--- config.mk ---
export PLATFORM = sky130hd
export DESIGN_NAME = round_robin_mux_8
export DESIGN_NICKNAME = d
export VERILOG_FILES = /design/src/rtl/round_robin_mux_8.sv
export SDC_FILE = /design/constraint.sdc
export NUM_CORES = 1
export LEC_CHECK = 0
export CORE_AREA = 2 2 94 69
export DETAILED_ROUTE_END_ITERATION = 12
export DIE_AREA = 0 0 96 71
export PLACE_DENSITY = 0.72
export SKIP_LAST_GASP = 1
export SLEW_MARGIN = 30
export SYNTH_ARGS = -nofsm -noshare
export SYNTH_HDL_FRONTEND = slang
export SYNTH_SLANG_ARGS = --single-unit
--- constraint.sdc ---
create_clock -name Clock -period 8.2 [get_ports Clock]
set_input_delay 0.82 -clock Clock [delete_from_list [all_inputs] [get_ports Clock]]
set_output_delay 0.82 -clock Clock [all_outputs]
set_load 0.03 [all_outputs]
--- src/rtl/round_robin_mux_8.sv ---
// Eight-source round-robin collecting mux onto one registered output channel; a beat accepted at edge N is on MuxOut after edge N.
// Backpressure: Ready_i is only raised when the output register is empty or draining this cycle, so a full stall costs no bubble.
module round_robin_mux_8 #(
  parameter int NrOfBits = 8
) (
  input  logic                Clock,
  input  logic                Reset_n,
  input  logic                Enable,
  input  logic [NrOfBits-1:0] MuxIn_0,
  input  logic [NrOfBits-1:0] MuxIn_1,
  input  logic [NrOfBits-1:0] MuxIn_2,
  input  logic [NrOfBits-1:0] MuxIn_3,
  input  logic [NrOfBits-1:0] MuxIn_4,
  input  logic [NrOfBits-1:0] MuxIn_5,
  input  logic [NrOfBits-1:0] MuxIn_6,
  input  logic [NrOfBits-1:0] MuxIn_7,
  input  logic                Valid_0,
  input  logic                Valid_1,
  input  logic                Valid_2,
  input  logic                Valid_3,
  input  logic                Valid_4,
  input  logic                Valid_5,
  input  logic                Valid_6,
  input  logic                Valid_7,
  output logic                Ready_0,
  output logic                Ready_1,
  output logic                Ready_2,
  output logic                Ready_3,
  output logic                Ready_4,
  output logic                Ready_5,
  output logic                Ready_6,
  output logic                Ready_7,
  output logic [NrOfBits-1:0] MuxOut,
  output logic                OutValid,
  output logic [2:0]          OutSel,
  input  logic                OutReady
);

  typedef struct packed {
    logic [2:0]          sel;
    logic [NrOfBits-1:0] dat;
  } beat_t;

  logic [NrOfBits-1:0] srcData [8];
  logic [7:0]          srcValid;
  logic [7:0]          srcReady;
  logic [2:0]          last;
  logic [2:0]          grant;
  logic                anyValid;
  logic                load;
  logic                srcXfer;
  beat_t               outBeat;

  always_comb begin
    srcData[0] = MuxIn_0;
    srcData[1] = MuxIn_1;
    srcData[2] = MuxIn_2;
    srcData[3] = MuxIn_3;
    srcData[4] = MuxIn_4;
    srcData[5] = MuxIn_5;
    srcData[6] = MuxIn_6;
    srcData[7] = MuxIn_7;
  end

  assign srcValid = {Valid_7, Valid_6, Valid_5, Valid_4, Valid_3, Valid_2, Valid_1, Valid_0};

  // Search starts one past the last winner; the 8th step wraps back onto last itself.
  always_comb begin
    logic [2:0] idx;
    grant    = last;
    anyValid = 1'b0;
    for (int k = 1; k <= 8; k++) begin
      idx = last + 3'(k);
      if (!anyValid && srcValid[idx]) begin
        anyValid = 1'b1;
        grant    = idx;
      end
    end
  end

  // Reset_n gates load so no source sees Ready while reset is held.
  assign load    = Reset_n & Enable & (~OutValid | OutReady);
  assign srcXfer = load & anyValid;
  assign srcReady = srcXfer ? (8'b1 << grant) : 8'b0;

  assign {Ready_7, Ready_6, Ready_5, Ready_4, Ready_3, Ready_2, Ready_1, Ready_0} = srcReady;

  always_ff @(posedge Clock or negedge Reset_n) begin
    if (!Reset_n) begin
      outBeat  <= '0;
      OutValid <= 1'b0;
      last     <= 3'd7;
    end else if (srcXfer) begin
      outBeat  <= '{sel: grant, dat: srcData[grant]};
      OutValid <= 1'b1;
      last     <= grant;
    end else if (OutValid && OutReady) begin
      OutValid <= 1'b0;
    end
  end

  assign MuxOut = outBeat.dat;
  assign OutSel = outBeat.sel;

endmodule

* Word-level counts from Yosys, hierarchy flattened
Cells that the tools add are included.
** Word-level totals
- Bits in read-only memories :: 0
- Word-level logic and storage cells :: 81
- Output and inout bits :: 20
- Bits in latches :: 0
- Bits in writable memories :: 0
- Bits in registers :: 15
- Memories :: 0
- Bits of input ports :: 76
** Cells by class
- $lt $le $gt $ge :: 9
- Muxes and demuxes :: 38
- $mul :: 0
- Shifts and indexed selects :: 1
- Div/mod/pow operators :: 0
- Reduce and logical (&&, ||, !) cells :: 16
- $add $sub $neg :: 7
- Bitwise gates (word level) :: 6
- Equality and inequality tests :: 0
** Operators by type and width (number)
- $lt A3 B4 Y1 const B :: 8
- $bmux W1 S3 :: 8
- $bmux W8 S3 :: 1
- $mux W3 :: 8
- $mux W8 :: 3
- $mux W1 :: 18
- $add A3 B3 Y3 const B :: 4
- $logic_and A1 B1 Y1 :: 8
- $shl A1 B3 Y8 const A :: 1
- $logic_not A1 Y1 :: 7
- $add A3 B2 Y3 const B :: 2
- $ge A4 B4 Y1 const B :: 1
- $not A3 Y4 :: 1
- $add A3 B1 Y3 const B :: 1
- $and A1 B1 Y1 :: 3
- $reduce_bool A2 Y1 :: 1
- $not A1 Y1 :: 1
- $or A1 B1 Y1 :: 1

* Longest topological paths before layout
- Word-level depth :: 29
- Depth in mapped cells :: 14
- Depth with buffers taken out :: 11

* Least setup slack after synthesis
Ideal clock, no wire load.
- Path type :: reg-to-output
- Start :: register last[1]
- End :: output Ready_3
- Required time :: 7.380 ns
- Path buffers :: 3
- Cell stages (with the launch flop) :: 13
- Slack :: 3.524 ns
- Arrival time :: 3.856 ns
- Path through :: dfstp_2 > clkbuf_1 > inv_1 > ha_1 > buf_2 > mux4_2 > o32ai_4 > nand2b_2 > o32ai_2 > a2bb2oi_4 > or2_0 > clkbuf_2 > nor2_1
** On the way
- Word-level cells in the longest chain between the ends :: 27
- Elaborated cells between the ends (all ways) :: 56
- Those cells by class :: add/sub (7); shift (1); mux (33); bitwise (1); reduce/logical (14)
** RTL lines
- start, declared :: RTL line 47 : logic [2:0] last;
- start signal, assigned :: RTL line 96 : last <= grant;
- $add A3 B1 Y3 :: RTL line 73 : idx = last + 3'(k);
- $bmux W1 S3 :: RTL line 74 : if (!anyValid && srcValid[idx]) begin
- $mux W1 (implied by the code) :: RTL line 74
- $mux W1 :: RTL line 74
- $logic_not A1 Y1 :: RTL line 74
- $logic_and A1 B1 Y1 :: RTL line 74
- $mux W1 :: RTL line 74
- $logic_not A1 Y1 :: RTL line 74
- [11 not listed]
- $logic_not A1 Y1 :: RTL line 74
- $logic_and A1 B1 Y1 :: RTL line 74
- $mux W1 :: RTL line 74
- $logic_not A1 Y1 :: RTL line 74
- $logic_and A1 B1 Y1 :: RTL line 74
- $mux W3 or $mux W1 (tied branches) :: RTL line 74
- $shl A1 B3 Y8 or $and A1 B1 Y1 (tied branches) :: RTL line 84, 83
- $mux W8 * :: RTL line 84 : assign srcReady = srcXfer ? (8'b1 << grant) : 8'b0;
- end, declared :: RTL line 28 : output logic Ready_3,
Every way passes the cells marked *; elsewhere a longest branch is shown, timed or not. The select of a mux whose other input is x is not followed.

* Worst setup path in the final report
- Start :: register last[0]
- End :: output Ready_5
** On the way
- Word-level cells in the longest chain between the ends :: 27
- Elaborated cells between the ends (all ways) :: 56
- Those cells by class :: add/sub (7); shift (1); mux (33); bitwise (1); reduce/logical (14)
** RTL lines
- $add A3 B1 Y3 :: RTL line 73
- $bmux W1 S3 :: RTL line 74
- $mux W1 (implied by the code) :: RTL line 74
- $mux W1 :: RTL line 74
- $logic_not A1 Y1 :: RTL line 74
- $logic_and A1 B1 Y1 :: RTL line 74
- $mux W1 :: RTL line 74
- $logic_not A1 Y1 :: RTL line 74
- [11 not listed]
- $logic_not A1 Y1 :: RTL line 74
- $logic_and A1 B1 Y1 :: RTL line 74
- $mux W1 :: RTL line 74
- $logic_not A1 Y1 :: RTL line 74
- $logic_and A1 B1 Y1 :: RTL line 74
- $mux W3 or $mux W1 (tied branches) :: RTL line 74
- $shl A1 B3 Y8 or $and A1 B1 Y1 (tied branches) :: RTL line 84, 83
- $mux W8 * :: RTL line 84
- end, declared :: RTL line 30 : output logic Ready_5,
Marks and branches as above.

==> results.sh <==
export IMPL_status="complete, no violations"
export IMPL_fmax_mhz=159.5
export IMPL_drive_above_1_share_pct=13.45
export IMPL_gp_congestion=0.8855
export IMPL_dr_total_vias=2430
export IMPL_insertion_delay_ns=0.25
export IMPL_cts_resized=0
export IMPL_synth_area_um2=2313
export IMPL_yosys_area_top_type="dfrtp_1"
export IMPL_finalSetupViolations=0
export IMPL_critPathRequiredTime_ns=7.38
export IMPL_grt_use_total_pct=21.73
export IMPL_die_area_um2=6816
export IMPL_finClkSkew_ns=0.0007259
export IMPL_cp_arrival_ns=5.45
export IMPL_antenna_found_initial=0
export IMPL_fill_cells=544
export IMPL_worst_path_largest_cell_delay_ns=0.74
export IMPL_ys_top_cells_by_area="dfrtp_1 13%, mux2i_1 9.1%, mux4_2 7.8%"
export IMPL_critPathBufInv=3
export IMPL_syn_mean_instance_area_um2=8.932
export IMPL_synthArstFlopShare_pct=100.0
export IMPL_worstReg2RegStart="last[0]$_DFFE_PN1P_"
export IMPL_critPathSlowestCell="dfstp_2"
export IMPL_row_count=24
export IMPL_slew_headroom_pct=47.82
export IMPL_core_um2=5976
export IMPL_crit_top_cell="nor2_1"
export IMPL_path_clk_slew_ns=0.06
export IMPL_drt_iter0_markers=158
export IMPL_reg2reg_to="MuxOut[2]$_DFFE_PN0P_"
export IMPL_antenna_cells=0
export IMPL_crit_path_end_kind="output port"
export IMPL_min_path_cells=2
export IMPL_worstHoldPathType="reg2reg"
export IMPL_drv_cap=0
export IMPL_cpLargestDelayFamily="simple AND/OR/NAND/NOR gates"
export IMPL_ctsHoldBuffers=0
export IMPL_synth_top_cell_area_share_pct=12.98
export IMPL_r2r_cells=11
export IMPL_rrSetupSlack_ns=3.36
export IMPL_drc_errors=0
export IMPL_cts_buffer_depth=2
export IMPL_die_w_um=96
export IMPL_rsz0062_at_grt="no"
export IMPL_holdPathEnd="MuxOut[7]$_DFFE_PN0P_"
export IMPL_period_share_pct=76.44
export IMPL_synth_seq_cells=15
export IMPL_hold_viol_final=0
export IMPL_syn_instance_count=259
export IMPL_grt_pass1_vias=2272
export IMPL_critPathKind="reg2out"
export IMPL_tightest_slew_ns=0.7802
export IMPL_drt_total_wl_um=7479
export IMPL_cts_root_buf="clkbuf_8"
export IMPL_drt_antenna_violating_nets=0
export IMPL_cp_cell_sequence="clkinv_1 > ha_1 > inv_1 > mux4_2 > nor4_4 > and3_1 > nor3_1 > nor2_1 > nand2_1 > nor2_1 > clkdlybuf4s50_1"
export IMPL_critPathMaxFanout=14
export IMPL_maxSlewViolCount=0
export IMPL_cts_sinks=15
export IMPL_first_pass_iters=5
export IMPL_finalCriticalPeriod_ns=6.268
export IMPL_hp_start="MuxOut[7]$_DFFE_PN0P_"
export IMPL_hpwl_um=6036
export IMPL_synth_ff_type="dfrtp_1"
export IMPL_synth_warnings=0
export IMPL_synth_edf_count=0
export IMPL_ios=96
export IMPL_syn_nets=337
export IMPL_area_delta_synth_final_pct=43.37
export IMPL_fin_nets=421
export IMPL_yosysUniqueCellTypes=65
export IMPL_avgRoutedWirePerCell_um=17.81
export IMPL_seq_area_frac_synth_pct=16.39
export IMPL_cts_tree="built"
export IMPL_vias_per_cell=5.786
export IMPL_start_util_pct=38.71
export IMPL_post_cts_buffers=0
export IMPL_h_tree_depth=1
export IMPL_grt_ovfl_total=0
export IMPL_grt_max_degree=25
export IMPL_die_y_um=71
export IMPL_io_buffers=95
export IMPL_setup_tns_ns=0
export IMPL_start_kind="register"
export IMPL_grt_pass1_wl_um=11780
export IMPL_numCtsBuffers=3
==> cell type report <==
| class | instances | area, um^2 | share of cell area [%] |
|---|---|---|---|
| Multi-Input combinational cell | 222 | 1817 | 54.77 |
| Timing Repair Buffer | 96 | 958.4 | 28.89 |
| Sequential cell | 15 | 379.1 | 11.43 |
| Tap cell | 78 | 97.59 | 2.942 |
| Clock buffer | 3 | 41.29 | 1.245 |
| Inverter | 5 | 18.77 | 0.5658 |
| Clock inverter | 1 | 5.005 | 0.1509 |
==> worst min-delay path, delay by kind of cell, from the launching register on <==
kind,cells,cell delay (ns)
flops,1,0.34
simple gates,1,0.06
compound gates,1,0.05
==> through the flow <==
step                      instances  setup WS, ns  instance area, um^2  hold WS [ns]  util [%]
final                           420         1.932                 3317        0.4865     55.51
after detailed placement        416         2.277                 3271        0.4738     54.73
after global routing            420         1.542                 3317        0.5277     55.51
after CTS                       420         1.972                 3317        0.4910     55.51
after floorplan                 259         3.524                 2313        0.5244         -
after global placement          416         2.435                 3271        0.4608     54.73
==> cells in the final DEF, fill, tap and decap left out, types with 5 or more instances in the layout <==
cell type	netlist	routed
a21oi_1	20	20
a32o_1	8	8
clkdlybuf4s50_1	0	95
dfrtp_1	12	12
mux2_2	8	8
mux2i_1	21	21
mux4_1	5	5
mux4_2	8	8
nand2_1	41	41
nand2b_1	6	6
nand3_1	11	11
nor2_1	16	16
o21ai_0	10	10
==> metal layers <==
layer	global-route usage, %	part of all wire (%)	vias to the layer above
met4	1.905	0.32	0
met1	35.74	49	1167
met2	31.10	44	94
met3	2.662	6.5	2
met5	0	0	-
li1	-	-	1167
==> flip-flops by register name, summed over array words and instances, names as in the netlist <==
register,count
OutValid,1
MuxOut,8
OutSel,3
last,3
==> kinds of logic (layout without fill, tap and decap cells) <==
family	count (synthesis)	count (layout)	synth area share [%]
simple gates	93	93	19.63
xor+xnor	4	4	1.515
compound gates	80	80	28.94
buf+inv	22	105	5.353
mux	43	43	27.10
flops	15	15	16.39
fa+ha+maj	2	2	1.081
==> cells in the mapped netlist (2+ instances only) <==
| master | count |
|---|---|
| a211oi_1 | 4 |
| a21oi_1 | 20 |
| a22oi_1 | 4 |
| a32o_1 | 8 |
| and2_1 | 2 |
| and3_1 | 2 |
| buf_2 | 8 |
| buf_6 | 4 |
| clkbuf_1 | 3 |
| dfrtp_1 | 12 |
| dfstp_2 | 3 |
| ha_1 | 2 |
| inv_1 | 4 |
| mux2_2 | 8 |
| mux2i_1 | 21 |
| mux4_1 | 5 |
| mux4_2 | 8 |
| nand2_1 | 41 |
| nand2b_1 | 6 |
| nand3_1 | 11 |
| nor2_1 | 16 |
| nor2b_1 | 2 |
| nor3_1 | 3 |
| o21ai_0 | 10 |
| o21ai_1 | 2 |
| o21bai_1 | 3 |
| o2bb2ai_1 | 2 |
| o311a_1 | 3 |
| o31ai_2 | 4 |
| xnor2_1 | 2 |
| xor2_1 | 2 |
==> how the worst max path moves through the flow <==
stage	startpoint	to	cells past startpoint
after global placement	last[0]$_DFFE_PN1P_	Ready_1	11
after global routing	last[0]$_DFFE_PN1P_	Ready_5	11
after detailed placement	last[0]$_DFFE_PN1P_	Ready_1	11
after floorplan	last[1]$_DFFE_PN1P_	Ready_3	12
after CTS	last[0]$_DFFE_PN1P_	Ready_5	11
final	last[0]$_DFFE_PN1P_	Ready_5	11
Power is not shown: default switching activity piles up to over one toggle a cycle in this logic, so the estimate is an artifact.
